File: src/rtl/rom_pattern_reader.sv
// Read-side sequencer for the BIST pattern ROM: walks addresses 0..DEPTH-1, captures each
// registered ROM word and pushes it into the FIFO write port, stalling while the FIFO is full.
module rom_pattern_reader #(
  parameter int unsigned SIZE  = 10,
  parameter int unsigned DEPTH = 10
) (
  input  logic            R_CLK,
  input  logic            RST,
  input  logic            START,
  output logic            ROM_EN,
  output logic [3:0]      ROM_ADDR,
  input  logic [SIZE-1:0] ROM_DATA,
  input  logic            FIFO_FULL,
  output logic            WR_EN,
  output logic [SIZE-1:0] WR_DATA,
  output logic [3:0]      WR_COUNT,
  output logic            BUSY,
  output logic            DONE
);

  localparam logic [3:0] LastAddr = 4'(DEPTH - 1);

  typedef enum logic [2:0] {
    StIdle,
    StFetch,
    StCapture,
    StPush,
    StFinish
  } state_e;

  state_e          state_q, state_d;
  logic [3:0]      addr_q, addr_d;
  logic [3:0]      count_q, count_d;
  logic [SIZE-1:0] hold_q, hold_d;

  // State register
  always_ff @(posedge R_CLK or posedge RST) begin
    if (RST) begin
      state_q <= StIdle;
    end else begin
      state_q <= state_d;
    end
  end

  // Next-state logic; a full FIFO parks the machine in StPush with nothing advanced
  always_comb begin
    state_d = state_q;
    unique case (state_q)
      StIdle:    if (START) state_d = StFetch;
      StFetch:   state_d = StCapture;
      StCapture: state_d = StPush;
      StPush: begin
        if (!FIFO_FULL) begin
          state_d = (addr_q == LastAddr) ? StFinish : StFetch;
        end
      end
      StFinish:  state_d = StIdle;
      default:   state_d = StIdle;
    endcase
  end

  // Output decode
  always_comb begin
    ROM_EN = 1'b0;
    WR_EN  = 1'b0;
    BUSY   = 1'b1;
    DONE   = 1'b0;
    unique case (state_q)
      StIdle:    BUSY = 1'b0;
      StFetch:   ROM_EN = 1'b1;
      StCapture: ;
      StPush:    WR_EN = !FIFO_FULL;
      StFinish:  DONE = 1'b1;
      default:   BUSY = 1'b0;
    endcase
  end

  // Datapath next-state: address, pushed-word count and the captured ROM word
  always_comb begin
    addr_d  = addr_q;
    count_d = count_q;
    hold_d  = hold_q;
    unique case (state_q)
      StIdle: begin
        if (START) begin
          addr_d  = 4'd0;
          count_d = 4'd0;
        end
      end
      StCapture: hold_d = ROM_DATA;
      StPush: begin
        if (!FIFO_FULL) begin
          count_d = count_q + 4'd1;
          // The address stops at the last word; there is no wrap within a run.
          if (addr_q != LastAddr) addr_d = addr_q + 4'd1;
        end
      end
      default: ;
    endcase
  end

  always_ff @(posedge R_CLK or posedge RST) begin
    if (RST) begin
      addr_q  <= 4'd0;
      count_q <= 4'd0;
      hold_q  <= '0;
    end else begin
      addr_q  <= addr_d;
      count_q <= count_d;
      hold_q  <= hold_d;
    end
  end

  assign ROM_ADDR = addr_q;
  assign WR_COUNT = count_q;
  assign WR_DATA  = hold_q;

endmodule

File: config.mk
export PLATFORM = sky130hd
export DESIGN_NAME = rom_pattern_reader
export DESIGN_NICKNAME = d
export VERILOG_FILES = /design/src/rtl/rom_pattern_reader.sv
export SDC_FILE = /design/constraint.sdc
export NUM_CORES = 1
export LEC_CHECK = 0
export CAP_MARGIN = 20
export CORE_ASPECT_RATIO = 1.5
export CORE_MARGIN = 4
export CORE_UTILIZATION = 44
export DETAILED_ROUTE_END_ITERATION = 8
export PLACE_DENSITY = 0.83
export SLEW_MARGIN = 5
export SYNTH_ARGS = -nofsm -noshare
export SYNTH_HDL_FRONTEND = slang
export SYNTH_SLANG_ARGS = --single-unit
File: constraint.sdc
create_clock -name R_CLK -period 1.9 [get_ports R_CLK]
set_input_delay 0.285 -clock R_CLK [delete_from_list [all_inputs] [get_ports R_CLK]]
set_output_delay 0.285 -clock R_CLK [all_outputs]
set_load 0.005 [all_outputs]
==> results of run 1 <==
placed cells by master (no fill, tap or decap):
cell              n
inv_1             4
a22o_1            2
nand3b_1          1
nand3b_2          1
mux2_2            9
buf_4            14
a22oi_1           1
nor2_1            3
and2_1            1
nor3b_1           3
clkbuf_1          1
nor3_1            3
dlymetal6s2s_1    3
dfrtp_1          18
nand2b_1          1
o21bai_1          1
nand2b_4          1
nand2_1           3
o31ai_1           2
nor2_2            1
clkbuf_4          3
mux2_1            2
nor2b_1           1
a31oi_1           1
o21ai_0           2
o22ai_1           1
o41ai_2           1
and4bb_4          1
o21ai_1           4
a31oi_4           1
ha_1              3
dfrtp_2           3
a21oi_1           1
nand3_1           1
clkdlybuf4s50_1  32
xnor2_1           2
o21ba_1           1
cell families after synthesis:
kind of cell / after synthesis
xor+xnor: 2
flops: 21
fa+ha+maj: 3
simple gates: 21
mux: 11
compound gates: 18
buf+inv: 8
per-layer routing:
layer	GRT usage (%)	routed length, um	part of all wire (%)	vias to the layer above
met5	0	0	0	-
met4	9.43	56	2.4	0
met3	3.47	230	9.7	5
met2	27.2	1190	50	36
met1	17.0	893	38	411
li1	-	-	-	397
state kept, by name, indices dropped and copies added (netlist names):
register  cells
state_q       3
WR_COUNT      4
WR_DATA      10
ROM_ADDR      4
report_power, final:
part           internal (uW)  switching, uW  total [uW]
clock                   82.2            136         218
combinational            765            419        1180
sequential               656            179         835
total                   1500            734        2240
repair_timing:
action	CTS	global route
resized for setup	3	3
setup endpoints to repair	3	4
endpoints found under the hold margin	0	0
setup buffers	3	6
per-stage QoR:
stage,hold WS [ps],worst slack [ps],utilization (%)
2_1_floorplan,262,605,-
3_5_place_dp,485,42.1,63.5
6_report,289,91.4,68.2
3_3_place_gp,467,50.1,63.5
5_1_grt,328,21.7,68.2
4_1_cts,299,0.665,65.8
critical path, cell delays in order, from the launching register on:
cell,delay [ps]
dfrtp_2,470
nor3b_1,210
clkdlybuf4s50_1,530
cell type report:
cell class	count	share of cell area (%)
Tap cell	23	1.89
Inverter	4	0.986
Multi-Input combinational cell	55	30.2
Clock buffer	4	1.73
Sequential cell	21	34.8
Timing Repair Buffer	49	30.4
worst max-delay path by stage:
| stage | to | from | cells after the start |
|---|---|---|---|
| 2_1_floorplan | WR_DATA[0] | state_q[2] | 4 |
| 3_3_place_gp | WR_EN | FIFO_FULL | 3 |
| 3_5_place_dp | WR_EN | FIFO_FULL | 3 |
| 4_1_cts | WR_EN | state_q[2] | 2 |
| 5_1_grt | ROM_EN | state_q[1] | 2 |
| 6_report | ROM_EN | state_q[1] | 2 |
==> flow_summary.json, run 1 <==
{
  "setup_tns_ps": 0,
  "place_area_mm2": 0.00142,
  "row_count": 21,
  "io_buffers": 35,
  "fin_nets": 151,
  "antenna_found_initial": 0,
  "yosys.area.top_type_share_pct": 50.9,
  "finalCriticalPeriod_ps": 1810,
  "vias": 849,
  "hpwl_um": 1770,
  "final.period_utilization_pct": 95.2,
  "cts_buffers": 3,
  "ff2ff_setup_slack_ps": 390,
  "drv_slew": 0,
  "synthXorXnorAreaFrac_pct": 1.70,
  "antenna_cells": 0,
  "ctsHoldBuffers": 0,
  "syn_nets": 101,
  "clkLatencyLatePin_ps": 310,
  "clockBufferDepth": 2,
  "htree_levels": 1,
  "hold_path.class": "input port to async pin",
  "end_kind": "output pin",
  "slew_headroom_pct": 82.1,
  "core_area_mm2": 0.00223,
  "dr.pass1.iters": 4,
  "wl_per_cell_um": 15.2,
  "ys.flop_type": "dfrtp_1",
  "ys_seq_elements": 21,
  "hold_viol": 0,
  "ys_warn_count": 0,
  "grt_overflow": 0,
  "stdcell_area_mm2": 0.00152,
  "synth_most_common_cell": "dfrtp_1",
  "globalRouteTotalUtil_pct": 15.9,
  "synth_mux_area_share_pct": 12.0,
  "synth_common_cells": "dfrtp_1, mux2_2, inv_1, o21ai_1",
  "reg2reg_from": "state_q[0]",
  "ys_seq_area_share_pct": 50.9,
  "cts_root_buffer": "clkbuf_4",
  "drv_cap": 0,
  "avgSynthCellArea_um2": 12.3,
  "grt_pass1_wl_um": 3630,
  "io_pins": 36,
  "finalPower_uw": 2240,
  "arrival_ps": 1520,
  "fin_cells": 156,
  "synthToLayoutAreaGrowth_pct": 47.5,
  "dieWidth_um": 47.5,
  "synth_edf_count": 0,
  "synth_compound_area_share_pct": 13.8,
  "drc": 0,
  "synth_top_area_cell": "dfrtp_1",
  "crit_type": "flop to output pin",
  "ff_latch_area_um2": 529,
  "synth_top_family_by_area": "compound AO/OA/AOI/OAI gates",
  "p_leak_uw": 0.000677,
  "yosys.cell_types.count": 34,
  "ant_nets": 0,
  "clock-sinks": 21,
  "fillers": 167,
  "required_ps": 1620,
  "peakVddDrop_mv": 0.752,
  "path_max_fanout": 7,
  "grt_pass1_vias": 876,
  "initial_utilization_pct": 46.2,
  "drive_gt1_share_pct": 26.3,
  "finalWeightedCongestion": 0.833,
  "synth_fa_ha_area_share_pct": 3.64,
  "drtIter0Drc": 20,
  "cts_tree": "done",
  "dieArea_mm2": 0.00320,
  "placedCellCount": 143,
  "viasPerCell": 5.44,
  "finalSetupViolations": 0,
  "clk_pin_slew_ps": 110,
  "power-per-cell-area_mw_per_mm2": 1470,
  "r2r_end": "WR_DATA[1]",
  "die_height_um": 67.3,
  "max_freq_mhz": 553,
  "synthSimpleGateAreaFrac_pct": 13.5,
  "async_flop_share_pct": 100,
  "outcome": "completed",
  "synth.area.top_cells": "dfrtp_1, mux2_2, ha_1, mux2_1, nor3b_1",
  "finClkSkew_ps": 4.18,
  "syn_inst": 84,
  "syn_area_mm2": 0.00103,
  "tightest_slew_ps": 268,
  "rsz0062_at_grt": "false",
  "multi_input_area_um2": 460,
  "grt_start_max_net_pins": 22,
  "startpoint_type": "flop",
  "finalWirelength_um": 2370,
  "rr_worst_depth": 4
}
Power figures use the tool's default switching activity.
==> run 2, diff against run 1 <==
--- a/config.mk
+++ b/config.mk
@@ -11,7 +11,6 @@
 export CORE_UTILIZATION = 44
 export DETAILED_ROUTE_END_ITERATION = 8
 export PLACE_DENSITY = 0.83
-export SLEW_MARGIN = 5
 export SYNTH_ARGS = -nofsm -noshare
 export SYNTH_HDL_FRONTEND = slang
 export SYNTH_SLANG_ARGS = --single-unit
==> constraint.sdc (replaced) <==
create_clock -name R_CLK -period 1.8 [get_ports R_CLK]
set_input_delay 0.27 -clock R_CLK [delete_from_list [all_inputs] [get_ports R_CLK]]
set_output_delay 0.27 -clock R_CLK [all_outputs]
set_load 0.005 [all_outputs]
==> run 2 against run 1 <==
- total power increased by 7.2%
- sequential share of layout area decreased by 0.40 points
- combinational power increased by 8%
- design area increased by 1.2%
- worst setup slack improved by 25 ps
==> flow_summary.json, run 2 (synthesis results as in run 1) <==
{
  "power-per-cell-area_mw_per_mm2": 1560,
  "path_max_fanout": 6,
  "rsz0062_at_grt": "false",
  "io_pins": 36,
  "hold_viol": 0,
  "crit_start": "state_q[0]",
  "end_kind": "output pin",
  "initial_utilization_pct": 46.2,
  "viasPerCell": 5.50,
  "cp_slowest_cell": "dfrtp_2",
  "htree_levels": 1,
  "row_count": 21,
  "p_leak_uw": 0.000678,
  "slew_headroom_pct": 81.3,
  "reg2reg_from": "state_q[0]",
  "antenna_found_initial": 0,
  "outcome": "completed",
  "fillers": 180,
  "critPathMaxStageDelay_ps": 480,
  "globalRouteTotalUtil_pct": 16.4,
  "cp_cell_sequence": "buf_4 -> and4bb_4 -> dlygate4sd2_1",
  "startpoint_type": "flop",
  "finalPower_uw": 2400,
  "drive_gt1_share_pct": 28.9,
  "finalWeightedCongestion": 0.849,
  "clk_pin_slew_ps": 120,
  "final_common_cell": "clkdlybuf4s50_1",
  "vias": 869,
  "die_height_um": 67.3,
  "cts_root_buffer": "clkbuf_4",
  "required_ps": 1530,
  "synthToLayoutAreaGrowth_pct": 49.2,
  "finalCriticalPeriod_ps": 1680,
  "grt_overflow": 0,
  "clkLatencyLatePin_ps": 320,
  "hold_ws_ps": 269,
  "cts_tree": "done",
  "fin_nets": 153,
  "cts_buffers": 3,
  "hpwl_um": 1770,
  "dr.pass1.iters": 4,
  "dieWidth_um": 47.5,
  "grt_pass1_wl_um": 3820,
  "hold_path.class": "input port to async pin",
  "final.period_utilization_pct": 93.5,
  "peakVddDrop_mv": 0.840,
  "finalSetupViolations": 0,
  "largest_reg_flops": 10,
  "arrival_ps": 1410,
  "clock-sinks": 21,
  "io_buffers": 35,
  "final_cell_mix": "clkdlybuf4s50_1, dfrtp_1, buf_4",
  "tightest_slew_ps": 280,
  "drc": 0,
  "drtIter0Drc": 22,
  "finClkSkew_ps": 6.98,
  "max_freq_mhz": 594,
  "drv_slew": 0,
  "final_core_util_pct": 69.0,
  "grt_pass1_vias": 896,
  "core_area_mm2": 0.00223,
  "crit_type": "flop to output pin",
  "ant_nets": 0,
  "grt_start_max_net_pins": 22,
  "dieArea_mm2": 0.00320,
  "clockBufferDepth": 2,
  "wl_per_cell_um": 15.5,
  "drv_cap": 0,
  "finalWirelength_um": 2450,
  "antenna_cells": 0
}
[run 2: path summary, 6_finish.rpt]
path                                to  slack (ps)  depth (start not counted)
setup / recovery                 WR_EN         120                          3
setup reg to reg           ROM_ADDR[0]         270                          6
max in group asynchronous   state_q[0]        1290                          3
min in group R_CLK          WR_DATA[7]         500                          1
hold / removal              WR_DATA[3]         270                          3
hold reg to reg             WR_DATA[7]         500                          1
[run 2: stage by stage]
step	setup slack [ps]	area (um^2)	TNS, ps	std cells
floorplan	505	1030	0	84
global placement	-16.8	1430	-16.8	144
detailed placement	-37.3	1430	-37.3	144
CTS	13.0	1500	0	154
global route	51.7	1540	0	158
finish	117	1540	0	158
[run 2: per-layer routing]
layer | global-route usage [%] | routed length, um | up-vias
met3 | 4.80 | 276 | 5
met1 | 16.8 | 924 | 425
li1 | - | - | 403
met4 | 6.73 | 41 | 0
met5 | 0 | 0 | -
met2 | 29.4 | 1210 | 36
[run 2: worst max-delay path: cells and delay by family, from the launching register on]
kind / cells / cell delay [ps]
buffers and inverters: 2 / 430
AND/OR/NAND/NOR: 1 / 190
flip-flops: 1 / 480
[run 2: power by group]
group	switching, uW	internal [uW]
clock	147	83.3
combinational	466	819
sequential	190	692
[run 2: cell type report]
cell class / instances / area [um^2] / area share, %
clock buffer: 3 / 22.5 / 1.46
clock inverter: 1 / 5.00 / 0.325
timing repair buffer: 51 / 469 / 30.5
inverter: 4 / 15.0 / 0.975
sequential: 21 / 529 / 34.4
tap: 23 / 28.8 / 1.87
multi-input combinational: 55 / 470 / 30.5
[run 2: repair_timing]
action,in CTS,in global routing
endpoints found under the setup margin,4,1
gates resized for setup,7,2
setup buffers,6,4
hold buffers,0,0
==> run 3, diff against run 2 <==
--- a/config.mk
+++ b/config.mk
@@ -11,6 +11,7 @@
 export CORE_UTILIZATION = 44
 export DETAILED_ROUTE_END_ITERATION = 8
 export PLACE_DENSITY = 0.83
+export RECOVER_POWER = 100
 export SYNTH_ARGS = -nofsm -noshare
 export SYNTH_HDL_FRONTEND = slang
 export SYNTH_SLANG_ARGS = --single-unit
==> run 3 against run 2 <==
- worst hold slack gained 230 ps
- via count grew 0.46%
- worst setup slack lost 27 ps
- final cell count is the same
- sequential share of layout area grew 0.29 points
- critical endpoint unchanged
- largest cell class unchanged
==> flow_summary.json, run 3 (synthesis results as in run 1) <==
{
  "critPathMaxStageDelay_ps": 460,
  "io_pins": 36,
  "largest_reg_flops": 10,
  "final_common_cell": "dfrtp_1",
  "antenna_cells": 0,
  "peakVddDrop_mv": 0.811,
  "dieWidth_um": 47.5,
  "grt_pass1_vias": 896,
  "cts_tree": "done",
  "clock-sinks": 21,
  "dr.pass1.iters": 4,
  "io_buffers": 35,
  "tightest_slew_ps": 1120,
  "drv_cap": 0,
  "initial_utilization_pct": 46.2,
  "cp_top_family": "flip-flops",
  "cp_cell_sequence": "clkbuf_1 -> and4bb_4 -> dlygate4sd2_1",
  "htree_levels": 1,
  "final_cell_mix": "dfrtp_1, dlygate4sd3_1, clkdlybuf4s50_1",
  "grt_pass1_wl_um": 3820,
  "fin_cells": 158,
  "arrival_ps": 1440,
  "power-per-cell-area_mw_per_mm2": 1500,
  "finClkSkew_ps": 4.89,
  "clkLatencyLatePin_ps": 320,
  "wl_per_cell_um": 15.4,
  "ant_nets": 0,
  "cts_buffers": 3,
  "clk_pin_slew_ps": 120,
  "drc": 0,
  "hpwl_um": 1770,
  "fillers": 187,
  "required_ps": 1530,
  "vias": 873,
  "grt_start_max_net_pins": 22,
  "synthToLayoutAreaGrowth_pct": 47.3,
  "cts_root_buffer": "clkbuf_4",
  "finalWirelength_um": 2430,
  "rr_worst_depth": 6,
  "drive_gt1_share_pct": 23.7,
  "core_area_mm2": 0.00223,
  "final.period_utilization_pct": 95.0,
  "crit_type": "flop to output pin",
  "stdcell_area_mm2": 0.00152,
  "startpoint_type": "flop",
  "die_height_um": 67.3,
  "dieArea_mm2": 0.00320,
  "hold_path.class": "flop to flop",
  "hold_viol": 0,
  "end_kind": "output pin",
  "cp_slowest_cell": "dfrtp_2",
  "drv_slew": 0,
  "viasPerCell": 5.53,
  "rsz0062_at_grt": "false",
  "outcome": "completed",
  "slew_headroom_pct": 25.6,
  "finalWeightedCongestion": 0.849,
  "finalPower_uw": 2280,
  "finalSetupViolations": 0,
  "finalCriticalPeriod_ps": 1710,
  "cp.depth": 3,
  "crit_buf_inv": 2,
  "fin_nets": 153,
  "max_freq_mhz": 585,
  "globalRouteTotalUtil_pct": 16.4,
  "grt_overflow": 0,
  "antenna_found_initial": 0,
  "path_max_fanout": 6,
  "worstHoldPathCells": 1,
  "row_count": 21,
  "drtIter0Drc": 17,
  "p_leak_uw": 0.000681,
  "place_area_mm2": 0.00143,
  "clockBufferDepth": 2,
  "setup_tns_ps": 0,
  "placedCellCount": 144
}
run 3: area by class of cell:
cell class / instances / area [um^2] / share of cell area (%)
Clock buffer: 3 / 22.5 / 1.48
Clock inverter: 1 / 5.00 / 0.329
Inverter: 4 / 15.0 / 0.988
Multi-Input combinational cell: 55 / 467 / 30.7
Sequential cell: 21 / 527 / 34.7
Tap cell: 23 / 28.8 / 1.89
Timing Repair Buffer: 51 / 455 / 30.0
run 3: per-stage QoR:
step	utilization, %	setup slack (ps)	hold slack (ps)
2_1_floorplan	-	505	247
3_3_place_gp	63.8	-16.8	467
3_5_place_dp	63.8	-37.3	480
4_1_cts	67.3	13.0	277
5_1_grt	68.1	30.5	523
6_report	68.1	89.7	496
run 3: power by group:
part	leakage, uW	total, uW	internal [uW]	switching (uW)
combinational	0.000410	1170	715	459
sequential	0.000253	870	690	180
clock	0.0000177	232	83.3	149
run 3: final timing paths:
check,from,slack [ps],to
worst max-delay path,state_q[0],90,WR_EN
worst min-delay path,WR_DATA[7],500,WR_DATA[7]
worst max register to register,state_q[0],160,WR_COUNT[2]
worst min register to register,WR_DATA[7],500,WR_DATA[7]
max in group asynchronous,RST,470,state_q[0]
min in group asynchronous,RST,590,WR_DATA[3]
run 3: routing by layer:
layer	global-route usage, %	up-vias	share of wire, %
li1	-	406	-
met1	16.8	426	37
met2	29.4	36	50
met3	4.80	5	11
met4	6.73	0	1.7
met5	0	-	0
run 3: timing repair:
item | 4_1_cts | 5_1_grt
pin swaps | 0 | 0
gates cloned | 0 | 0
setup buffers | 6 | 4
endpoints found under the setup margin | 4 | 1
hold buffers | 0 | 0
gates resized for setup | 7 | 2
